$ cat config.mk
export PLATFORM = sky130hd
export DESIGN_NAME = edc_correct_stage
export DESIGN_NICKNAME = d
export VERILOG_FILES = /design/src/rtl/edc_correct_stage.sv
export SDC_FILE = /design/constraint.sdc
export NUM_CORES = 1
export LEC_CHECK = 0
export CORE_MARGIN = 2
export CORE_UTILIZATION = 52
export CTS_BUF_LIST = sky130_fd_sc_hd__clkbuf_16
export DETAILED_ROUTE_END_ITERATION = 7
export PLACE_DENSITY = 0.78
export SYNTH_ARGS = -nofsm -noshare
export SYNTH_HDL_FRONTEND = slang
export SYNTH_SLANG_ARGS = --single-unit
$ cat constraint.sdc
create_clock -name i_clk -period 8.6 [get_ports i_clk]
set_input_delay 1.72 -clock i_clk [delete_from_list [all_inputs] [get_ports i_clk]]
set_output_delay 1.72 -clock i_clk [all_outputs]
set_load 0.03 [all_outputs]
$ cat src/rtl/edc_correct_stage.sv
// ---------------------------------------------------------------------------
// edc_correct_stage
//
// Registered SEC-DED check/correct stage placed directly behind the EDC
// generator on the main-memory read-return path. It takes the raw read word,
// its stored check bits and the generator's read-mode syndrome. It emits the
// corrected word together with an error classification. It also keeps
// saturating single/double error counters and a sticky address of the first
// uncorrectable word.
//
// Pipeline: S1 captures the inputs, S2 holds the decoded result. Both stages
// shift together whenever the output is empty or being taken
// (advance = !o_valid | i_ready). A word therefore reaches o_valid two
// cycles after it is presented.
//
// Ports:
//   i_clk, i_rst        clock, asynchronous active-high reset
//   i_valid / o_ready   upstream handshake
//   i_data              raw 32-bit read data
//   i_check             stored 8 check bits
//   i_syndrome          8-bit syndrome from the EDC generator
//   i_addr              address tag travelling with the word
//   o_valid / i_ready   downstream handshake
//   o_data              corrected data
//   o_single_err        correctable error (data or check bit)
//   o_double_err        uncorrectable error
//   o_err_bit           [5]=check-bit error, [4:0]=bit index, 0 otherwise
//   o_single_cnt        saturating count of correctable words
//   o_double_cnt        saturating count of uncorrectable words
//   i_cnt_clr           synchronous clear of counters and sticky address
//   o_ue_addr           address of the first uncorrectable word since clear
//   o_ue_valid          o_ue_addr holds a captured address
//
// Optional feature (macro EDC_SCRUB_EN):
//   o_scrub_req, o_scrub_addr, o_scrub_data, o_scrub_check, i_scrub_ack,
//   o_scrub_ovf. These issue one write-back request with the corrected word
//   for every correctable error. A correctable word that arrives while a
//   request is still outstanding sets o_scrub_ovf. The scrub logic never
//   stalls the data path.
// ---------------------------------------------------------------------------
module edc_correct_stage #(
  parameter int CNT_W  = 16,
  parameter int ADDR_W = 32
) (
  input  logic              i_clk,
  input  logic              i_rst,
  input  logic              i_valid,
  output logic              o_ready,
  input  logic [31:0]       i_data,
  input  logic [7:0]        i_check,
  input  logic [7:0]        i_syndrome,
  input  logic [ADDR_W-1:0] i_addr,
  output logic              o_valid,
  input  logic              i_ready,
  output logic [31:0]       o_data,
  output logic              o_single_err,
  output logic              o_double_err,
  output logic [5:0]        o_err_bit,
  output logic [CNT_W-1:0]  o_single_cnt,
  output logic [CNT_W-1:0]  o_double_cnt,
  input  logic              i_cnt_clr,
  output logic [ADDR_W-1:0] o_ue_addr,
  output logic              o_ue_valid
`ifdef EDC_SCRUB_EN
  ,
  output logic              o_scrub_req,
  output logic [ADDR_W-1:0] o_scrub_addr,
  output logic [31:0]       o_scrub_data,
  output logic [7:0]        o_scrub_check,
  input  logic              i_scrub_ack,
  output logic              o_scrub_ovf
`endif
);

  localparam logic [CNT_W-1:0] CNT_MAX = '1;

  // H-matrix column of data bit idx. The low half puts one bit in S[3:0]
  // and two in S[7:4]; the high half mirrors that. All 32 columns are
  // therefore distinct weight-3 patterns, disjoint from check-bit columns.
  function automatic logic [7:0] dataColumn(input int unsigned idx);
    int unsigned j;
    int unsigned n;
    logic [7:0]  col;
    if (idx < 16) begin
      j   = idx % 4;
      n   = idx / 4;
      col = (8'd1 << j) | (8'd1 << (4 + (n >> 1))) | (8'd1 << (6 + (n & 1)));
    end else begin
      j   = (idx - 16) % 4;
      n   = (idx - 16) / 4;
      col = (8'd1 << (4 + j)) | (8'd1 << (n >> 1)) | (8'd1 << (2 + (n & 1)));
    end
    return col;
  endfunction

  // Handshake
  logic advance;
  logic loadS2;

  // Stage 1: captured inputs
  logic              s1Valid_q;
  logic [31:0]       s1Data_q;
  logic [7:0]        s1Syn_q;
  logic [ADDR_W-1:0] s1Addr_q;

  // Stage 2: decoded result
  logic              s2Valid_q;
  logic [31:0]       s2Data_q,      s2Data_d;
  logic              s2Single_q,    s2Single_d;
  logic              s2Double_q,    s2Double_d;
  logic [5:0]        s2ErrBit_q,    s2ErrBit_d;

  // Counters and sticky uncorrectable address
  logic [CNT_W-1:0]  singleCnt_q,   singleCnt_d;
  logic [CNT_W-1:0]  doubleCnt_q,   doubleCnt_d;
  logic [ADDR_W-1:0] ueAddr_q,      ueAddr_d;
  logic              ueValid_q,     ueValid_d;

  // Syndrome analysis
  logic [3:0]        synWeight;
  logic [2:0]        checkIdx;
  logic              colHit;
  logic [4:0]        colIdx;

  // The whole pipe moves as one unit. It stops only while a finished word
  // sits in S2 and downstream refuses it. A word in S2 is loaded exactly
  // once, so it is counted exactly once.
  assign advance = !s2Valid_q | i_ready;
  assign o_ready = advance;
  assign loadS2  = advance & s1Valid_q;

  // S1 simply latches whatever upstream presents whenever the pipe moves.
  always_ff @(posedge i_clk or posedge i_rst) begin
    if (i_rst) begin
      s1Valid_q <= 1'b0;
      s1Data_q  <= '0;
      s1Syn_q   <= '0;
      s1Addr_q  <= '0;
    end else if (advance) begin
      s1Valid_q <= i_valid;
      s1Data_q  <= i_data;
      s1Syn_q   <= i_syndrome;
      s1Addr_q  <= i_addr;
    end
  end

  // Weight of the syndrome, plus the position of the (last) set bit. That
  // position is the failing check bit when the weight is exactly one.
  always_comb begin
    synWeight = '0;
    checkIdx  = '0;
    for (int k = 0; k < 8; k++) begin
      synWeight = synWeight + {3'b000, s1Syn_q[k]};
      if (s1Syn_q[k]) checkIdx = 3'(k);
    end
  end

  // Look the syndrome up among the 32 data-bit columns.
  always_comb begin
    colHit = 1'b0;
    colIdx = '0;
    for (int unsigned i = 0; i < 32; i++) begin
      if (s1Syn_q == dataColumn(i)) begin
        colHit = 1'b1;
        colIdx = 5'(i);
      end
    end
  end

  // Classify the word. An odd-weight syndrome that is neither a check-bit
  // column nor a data column can only come from three or more flips. It is
  // reported as uncorrectable, just like every even non-zero weight.
  always_comb begin
    s2Data_d   = s1Data_q;
    s2Single_d = 1'b0;
    s2Double_d = 1'b0;
    s2ErrBit_d = '0;
    if (s1Syn_q != 8'h00) begin
      if (synWeight == 4'd1) begin
        s2Single_d = 1'b1;
        s2ErrBit_d = {1'b1, 2'b00, checkIdx};
      end else if ((synWeight == 4'd3) && colHit) begin
        s2Data_d   = s1Data_q ^ (32'd1 << colIdx);
        s2Single_d = 1'b1;
        s2ErrBit_d = {1'b0, colIdx};
      end else begin
        s2Double_d = 1'b1;
      end
    end
  end

  // S2 holds the decoded word and keeps it frozen while downstream stalls.
  always_ff @(posedge i_clk or posedge i_rst) begin
    if (i_rst) begin
      s2Valid_q  <= 1'b0;
      s2Data_q   <= '0;
      s2Single_q <= 1'b0;
      s2Double_q <= 1'b0;
      s2ErrBit_q <= '0;
    end else if (advance) begin
      s2Valid_q  <= s1Valid_q;
      s2Data_q   <= s2Data_d;
      s2Single_q <= s2Single_d;
      s2Double_q <= s2Double_d;
      s2ErrBit_q <= s2ErrBit_d;
    end
  end

  // Counters bump when a flagged word lands in S2 and saturate at all-ones.
  // A clear in the same cycle wins and leaves the counter at zero.
  always_comb begin
    singleCnt_d = singleCnt_q;
    doubleCnt_d = doubleCnt_q;
    if (i_cnt_clr) begin
      singleCnt_d = '0;
      doubleCnt_d = '0;
    end else begin
      if (loadS2 && s2Single_d && (singleCnt_q != CNT_MAX)) begin
        singleCnt_d = singleCnt_q + 1'b1;
      end
      if (loadS2 && s2Double_d && (doubleCnt_q != CNT_MAX)) begin
        doubleCnt_d = doubleCnt_q + 1'b1;
      end
    end
  end

  // The sticky address keeps the first uncorrectable word since the last
  // clear. A capture coinciding with a clear is that first word, so the
  // capture beats the clear.
  always_comb begin
    ueAddr_d  = ueAddr_q;
    ueValid_d = ueValid_q;
    if (loadS2 && s2Double_d && (!ueValid_q || i_cnt_clr)) begin
      ueAddr_d  = s1Addr_q;
      ueValid_d = 1'b1;
    end else if (i_cnt_clr) begin
      ueAddr_d  = '0;
      ueValid_d = 1'b0;
    end
  end

  // Statistics registers
  always_ff @(posedge i_clk or posedge i_rst) begin
    if (i_rst) begin
      singleCnt_q <= '0;
      doubleCnt_q <= '0;
      ueAddr_q    <= '0;
      ueValid_q   <= 1'b0;
    end else begin
      singleCnt_q <= singleCnt_d;
      doubleCnt_q <= doubleCnt_d;
      ueAddr_q    <= ueAddr_d;
      ueValid_q   <= ueValid_d;
    end
  end

  assign o_valid      = s2Valid_q;
  assign o_data       = s2Data_q;
  assign o_single_err = s2Single_q;
  assign o_double_err = s2Double_q;
  assign o_err_bit    = s2ErrBit_q;
  assign o_single_cnt = singleCnt_q;
  assign o_double_cnt = doubleCnt_q;
  assign o_ue_addr    = ueAddr_q;
  assign o_ue_valid   = ueValid_q;

`ifdef EDC_SCRUB_EN
  logic [7:0]        s1Check_q;
  logic              scrubReq_q,   scrubReq_d;
  logic [ADDR_W-1:0] scrubAddr_q,  scrubAddr_d;
  logic [31:0]       scrubData_q,  scrubData_d;
  logic [7:0]        scrubCheck_q, scrubCheck_d;
  logic              scrubOvf_q,   scrubOvf_d;

  // The stored check bits are only needed to rebuild a repaired check field.
  always_ff @(posedge i_clk or posedge i_rst) begin
    if (i_rst) begin
      s1Check_q <= '0;
    end else if (advance) begin
      s1Check_q <= i_check;
    end
  end

  // One outstanding write-back at a time. The repaired check field flips
  // the failing check bit only for a check-bit error; for a data-bit error
  // the stored check bits were already right. A correctable word that finds
  // the slot busy is dropped and noted in the sticky overflow flag.
  always_comb begin
    scrubReq_d   = scrubReq_q;
    scrubAddr_d  = scrubAddr_q;
    scrubData_d  = scrubData_q;
    scrubCheck_d = scrubCheck_q;
    scrubOvf_d   = scrubOvf_q;
    if (scrubReq_q && i_scrub_ack) scrubReq_d = 1'b0;
    if (i_cnt_clr) scrubOvf_d = 1'b0;
    if (loadS2 && s2Single_d) begin
      if (!scrubReq_q) begin
        scrubReq_d   = 1'b1;
        scrubAddr_d  = s1Addr_q;
        scrubData_d  = s2Data_d;
        scrubCheck_d = s1Check_q ^ ((synWeight == 4'd1) ? s1Syn_q : 8'h00);
      end else begin
        scrubOvf_d = 1'b1;
      end
    end
  end

  // Scrub request registers
  always_ff @(posedge i_clk or posedge i_rst) begin
    if (i_rst) begin
      scrubReq_q   <= 1'b0;
      scrubAddr_q  <= '0;
      scrubData_q  <= '0;
      scrubCheck_q <= '0;
      scrubOvf_q   <= 1'b0;
    end else begin
      scrubReq_q   <= scrubReq_d;
      scrubAddr_q  <= scrubAddr_d;
      scrubData_q  <= scrubData_d;
      scrubCheck_q <= scrubCheck_d;
      scrubOvf_q   <= scrubOvf_d;
    end
  end

  assign o_scrub_req   = scrubReq_q;
  assign o_scrub_addr  = scrubAddr_q;
  assign o_scrub_data  = scrubData_q;
  assign o_scrub_check = scrubCheck_q;
  assign o_scrub_ovf   = scrubOvf_q;
`else
  // Without scrubbing the stored check bits carry no information we need.
  logic unusedCheck;
  assign unusedCheck = ^i_check;
`endif

endmodule

== After elaboration in Yosys (flattened, before gate mapping) ==
Index checks and enable logic that the tools add are counted.

* Register bits: 179
* Output and inout port bits: 107
* Logic and storage cells: 165

* Bitwise logic cells: 3
* Reductions and logical operators: 13
* $add $sub $neg: 9
* Mux-type cells: 90
* Shift operators: 1
* Equal/unequal tests: 36

{| class="wikitable"
|+ Operators by type and width
! operator !! number
|-
| $mux W32 || 5
|-
| $mux W5 || 31
|-
| $eq A8 B7 Y1 const B || 12
|-
| $eq A8 B8 Y1 const B || 12
|-
| $mux W16 || 4
|-
| $mux W1 || 42
|-
| $add A16 B1 Y16 const B || 2
|-
| $eq A8 B5 Y1 const B || 4
|-
| $eq A8 B6 Y1 const B || 4
|-
| $ne A16 B16 Y1 const B || 2
|-
| $shl A1 B5 Y32 const A || 1
|-
| $xor A32 B32 Y32 || 1
|-
| $mux W3 || 6
|-
| $add A4 B1 Y4 || 4
|-
| $mux W6 || 2
|-
| $reduce_bool A8 Y1 || 1
|-
| $logic_and A1 B1 Y1 || 6
|-
| $reduce_bool A2 Y1 || 3
|-
| $add A3 B1 Y4 || 1
|-
| $eq A4 B1 Y1 const B || 1
|-
| $eq A4 B2 Y1 const B || 1
|-
| $add A2 B1 Y3 || 1
|-
| $add A1 B1 Y2 || 1
|-
| $logic_not A1 Y1 || 2
|-
| 3 further kinds || 3
|}

== Depth between registers and ports, before layout ==
* Depth after elaboration: 41
* Depth in mapped cells: 15

== Least setup slack after synthesis ==
Ideal clock, no wire load.

* Kind: register -> register
* Start: register s1Syn_q[0]
* End: register ueAddr_q[0], in the netlist o_ue_addr[0]
* Arrival time: 4294 ps
* Path slack: 4181 ps
* Required time: 8475 ps
* Clock period less this slack: 4419 ps
* Buffers on the path: 3
* Stages on the path, launching flop included: 16
* Setup time: 125 ps
* Cells stage by stage: dfrtp_1 > fa_1 > inv_1 > fa_1 > fa_1 > inv_1 > ha_1 > fa_1 > and4b_1 > o211a_1 > buf_2 > o21a_4 > or4_4 > buf_6 > buf_12 > mux2_4

* Word-level cells in the longest chain between the ends: 40
* Elaborated cells between the ends (all ways): 82
* Those cells by class: 7 x add/sub; 34 x eq/ne; 36 x mux; 5 x reduce/logical

{| class="wikitable"
|+ RTL lines
! what !! line !! RTL
|-
| start, declared || 103 || <nowiki>logic [7:0] s1Syn_q;</nowiki>
|-
| start signal, assigned || 142 || <nowiki>s1Syn_q <= i_syndrome;</nowiki>
|-
| $eq A8 B7 Y1 || 163 || <nowiki>if (s1Syn_q == dataColumn(i)) begin</nowiki>
|-
| $mux W1 (32 in series) || 163 ||
|-
| $logic_and A1 B1 Y1 || 182 || <nowiki>end else if ((synWeight == 4'd3) && colHit) begin</nowiki>
|-
| $mux W1 || 182 ||
|-
| $mux W1 || 179 || <nowiki>if (synWeight == 4'd1) begin</nowiki>
|-
| $mux W1 * || 178 || <nowiki>if (s1Syn_q != 8'h00) begin</nowiki>
|-
| $logic_and A1 B1 Y1 * (2 in series) || 233 || <nowiki>if (loadS2 && s2Double_d && (!ueValid_q || i_cnt_clr)) begin</nowiki>
|-
| $mux W32 or $reduce_bool A2 Y1 (tied branches) || n/a ||
|-
| end signal, assigned || 252 || <nowiki>ueAddr_q <= ueAddr_d;</nowiki>
|-
| end, declared || 116 || <nowiki>logic [ADDR_W-1:0] ueAddr_q, ueAddr_d;</nowiki>
|}

Every way passes the cells marked *; elsewhere a longest branch is shown, timed or not.
A chain may end at the register's enable or synchronous reset.

== Worst setup path in the final report ==
* Start: input port i_ready
* End: output port o_ready

* Word-level cells in the longest chain between the ends: 1

{| class="wikitable"
|+ RTL lines
! what !! line !! RTL
|-
| start, declared || 54 || <nowiki>input logic i_ready,</nowiki>
|-
| $or A1 B1 Y1 || 128 || <nowiki>assign advance = !s2Valid_q | i_ready;</nowiki>
|-
| end, declared || 48 || <nowiki>output logic o_ready,</nowiki>
|}

No other way between the ends.

==> results.cfg <==
[power]
power.internal_mw = 1.90
clockPowerShare_pct = 26.3
comb_power_share_pct = 37.2
leakagePower_nw = 4.97
power_density_nw_per_um2 = 262
vdd_drop_max_mv = 0.192
power_mw = 2.99
power_frac_seq_pct = 36.5
power.switching_mw = 1.09
netSwitchingFraction_pct = 36.4

[job]
cap_violations = 0

[finish]
fillers = 1398
nNetsFinal = 1178
syn_to_final_growth_pct = 26.8
drive_above_1_share_pct = 8.14
antenna_cells = 0
design_area_sq_um = 11400

[clock_network]
cts_tree = built
cts-root-buf = clkbuf_16
cts_sinks = 179
post_cts_resized = 0
clockBufferDepth = 2
cts_htree_levels = 4
hold_buffers = 0
clock_latency_ns = 0.43
numCtsBuffers = 17
post_cts_buffers = 0
clk_pin_slew_ns = 0.06

[timing]
fin_skew_ns = 0.00866
slew_headroom_pct = 33.7
worst_slew_pin_slew_ns = 0.992
setup_slack_ns = 2.93
max_freq_mhz = 176
drv_slew = 0
setup_violations = 0
hold_viol = 0
layout_min_cycle_time_ns = 5.67
setup_tns_ns = 0
holdWs_ns = 0.467
period_share_pct = 66.0
rsz0062_at_grt = no

[global_routing]
grt_pass1_wl_um = 36900
antenna_found_initial = 0
grt_max_degree = 105
grt_pass1_vias = 7196
grt_usage_pct = 25.3
overflow = 0

[routing]
drt_pass1_iterations = 5
drt-vias-per-instance = 5.73
drtIter0Drc = 537
drt-total-wl_um = 22800
drt.antenna.violating_nets = 0
post-route-drc-count = 0
dr_total_vias = 7561
wl_per_cell_um = 17.3

[worst_setup_path]
start_kind = primary input
crit_required_ns = 6.88
cp-end-kind = primary output
crit_fanout = 69
path_delay_family = buffers and inverters
slowest_stage = clkdlybuf4s50_1
cp-startpoint = i_ready
cp-endpoint = o_ready
critPathMaxStageDelay_ns = 0.71
worstReg2RegEnd = o_ue_addr[18]
worstPathArrival_ns = 3.95
r2r-start = s1Syn_q[3]
crit_type = in2out
cp.depth = 4
cp_cell_sequence = clkdlybuf4s50_1 > nor2b_4 > inv_4 > clkdlybuf4s50_1
reg2reg_slack_ns = 3.57
crit_buf_inv = 3
reg2regPathDepth = 12
cp_common_cell = clkdlybuf4s50_1

[hold_path]
hold_class = reg2reg
holdPathStages = 2

[synth]
synth.distinct_cells = 64
yosys-top-cells-count = nand2_1, dfrtp_1, clkbuf_1, nor2b_1, nor2_1
synth_seq_cells = 179
syn-num-nets = 1038
synth_top_area_cell = dfrtp_1
async_reset_ff_share_pct = 100
yosysSeqAreaShare_pct = 49.8
synth-edff-count = 0
yosysWarnings = 0
synth_ff_type = dfrtp_1
yosysMostFrequentCell = nand2_1
syn_area_per_cell_sq_um = 9.56
synth_top_area_share_pct = 49.8
synth_area_leaders = dfrtp_1, nand2_1, mux2_4
syn_area_sq_um = 8990
syn_inst = 941

[place]
place_area_sq_um = 10800
numPortBuffers = 183
dpl.hpwl_um = 14900
gp_congestion = 0.886
place_ws_ns = 2.93

[die]
coreArea_sq_um = 17100
initial_utilization_pct = 52.6
ios = 192
num_rows = 48
fp.dieW_um = 136
die_area_sq_um = 18400
die_y_um = 136

[run_status]
status = finished clean
## cell usage in the layout, fill, tap and decap left out, drive strengths merged, types with 19 or more instances in the layout
cell type / n
a21oi: 28
nand2: 251
o21ai: 26
clkdlybuf4s50: 182
o31ai: 29
nand3: 28
a31oi: 20
mux2: 38
dfrtp: 179
o311ai: 33
inv: 19
nor2b: 46
nor2: 43
or4: 28
## stage by stage
stage | utilization, % | cells
2_1_floorplan | - | 941
3_3_place_gp | 63.2 | 1287
3_5_place_dp | 63.2 | 1287
4_1_cts | 66.6 | 1319
5_1_grt | 66.6 | 1319
6_report | 66.6 | 1319
## tightest hold or removal path: cells and delay by family (launching register included)
kind             cells  cell delay (ns)
AND/OR/NAND/NOR      2             0.10
flip-flops           1             0.34
## power groups by stage
stage	sequential, mW	clock [mW]	combinational, mW
after floorplan	1.27	0	0.582
after global placement	1.10	0	1.09
after detailed placement	1.10	0	1.11
after CTS	1.09	0.796	1.11
after global routing	1.11	0.834	1.20
final	1.09	0.787	1.11
## per-layer routing
metal,vias up,GRT usage [%],part of all wire [%]
met1,3683,34.8,44
met3,32,4.53,5.3
met4,0,7.52,1.7
met2,267,41.2,49
met5,-,0,0
li1,3579,-,-
## flip-flops by register name (all words and copies together), names as in the netlist, 6 cells and up
signal / cells
o_data: 32
o_ue_addr: 32
s1Addr_q: 32
s1Data_q: 32
o_double_cnt: 16
o_single_cnt: 16
s1Syn_q: 8
o_err_bit: 6
## how the worst min path moves through the flow
stage            startpoint           end  slack (ns)
4_1_cts         s1Addr_q[7]   s1Addr_q[7]        0.47
3_5_place_dp    s1Addr_q[7]   s1Addr_q[7]        0.46
5_1_grt         s1Addr_q[2]   s1Addr_q[2]        0.49
6_report        s1Addr_q[7]   s1Addr_q[7]        0.47
3_3_place_gp   s1Addr_q[29]  s1Addr_q[29]        0.44
2_1_floorplan  s1Addr_q[29]  s1Addr_q[29]        0.43
## logic make-up (layout without fill, tap and decap cells)
group | Yosys count | count (layout) | synth area share (%)
simple gates | 465 | 465 | 24.5
mux | 39 | 39 | 6.12
buf+inv | 84 | 237 | 4.55
fa+ha+maj | 12 | 12 | 2.00
compound gates | 157 | 157 | 12.5
flops | 179 | 179 | 49.8
xor+xnor | 5 | 5 | 0.570
## cell type report
cell class | instances | area, sq um | area share (%)
Sequential cell | 179 | 4480 | 39.3
Clock inverter | 15 | 165 | 1.45
Timing Repair Buffer | 188 | 1860 | 16.3
Tap cell | 225 | 282 | 2.47
Clock buffer | 17 | 425 | 3.73
Multi-Input combinational cell | 678 | 4120 | 36.1
Inverter | 17 | 71.3 | 0.625
No activity file was read; power rests on OpenSTA's default activity.
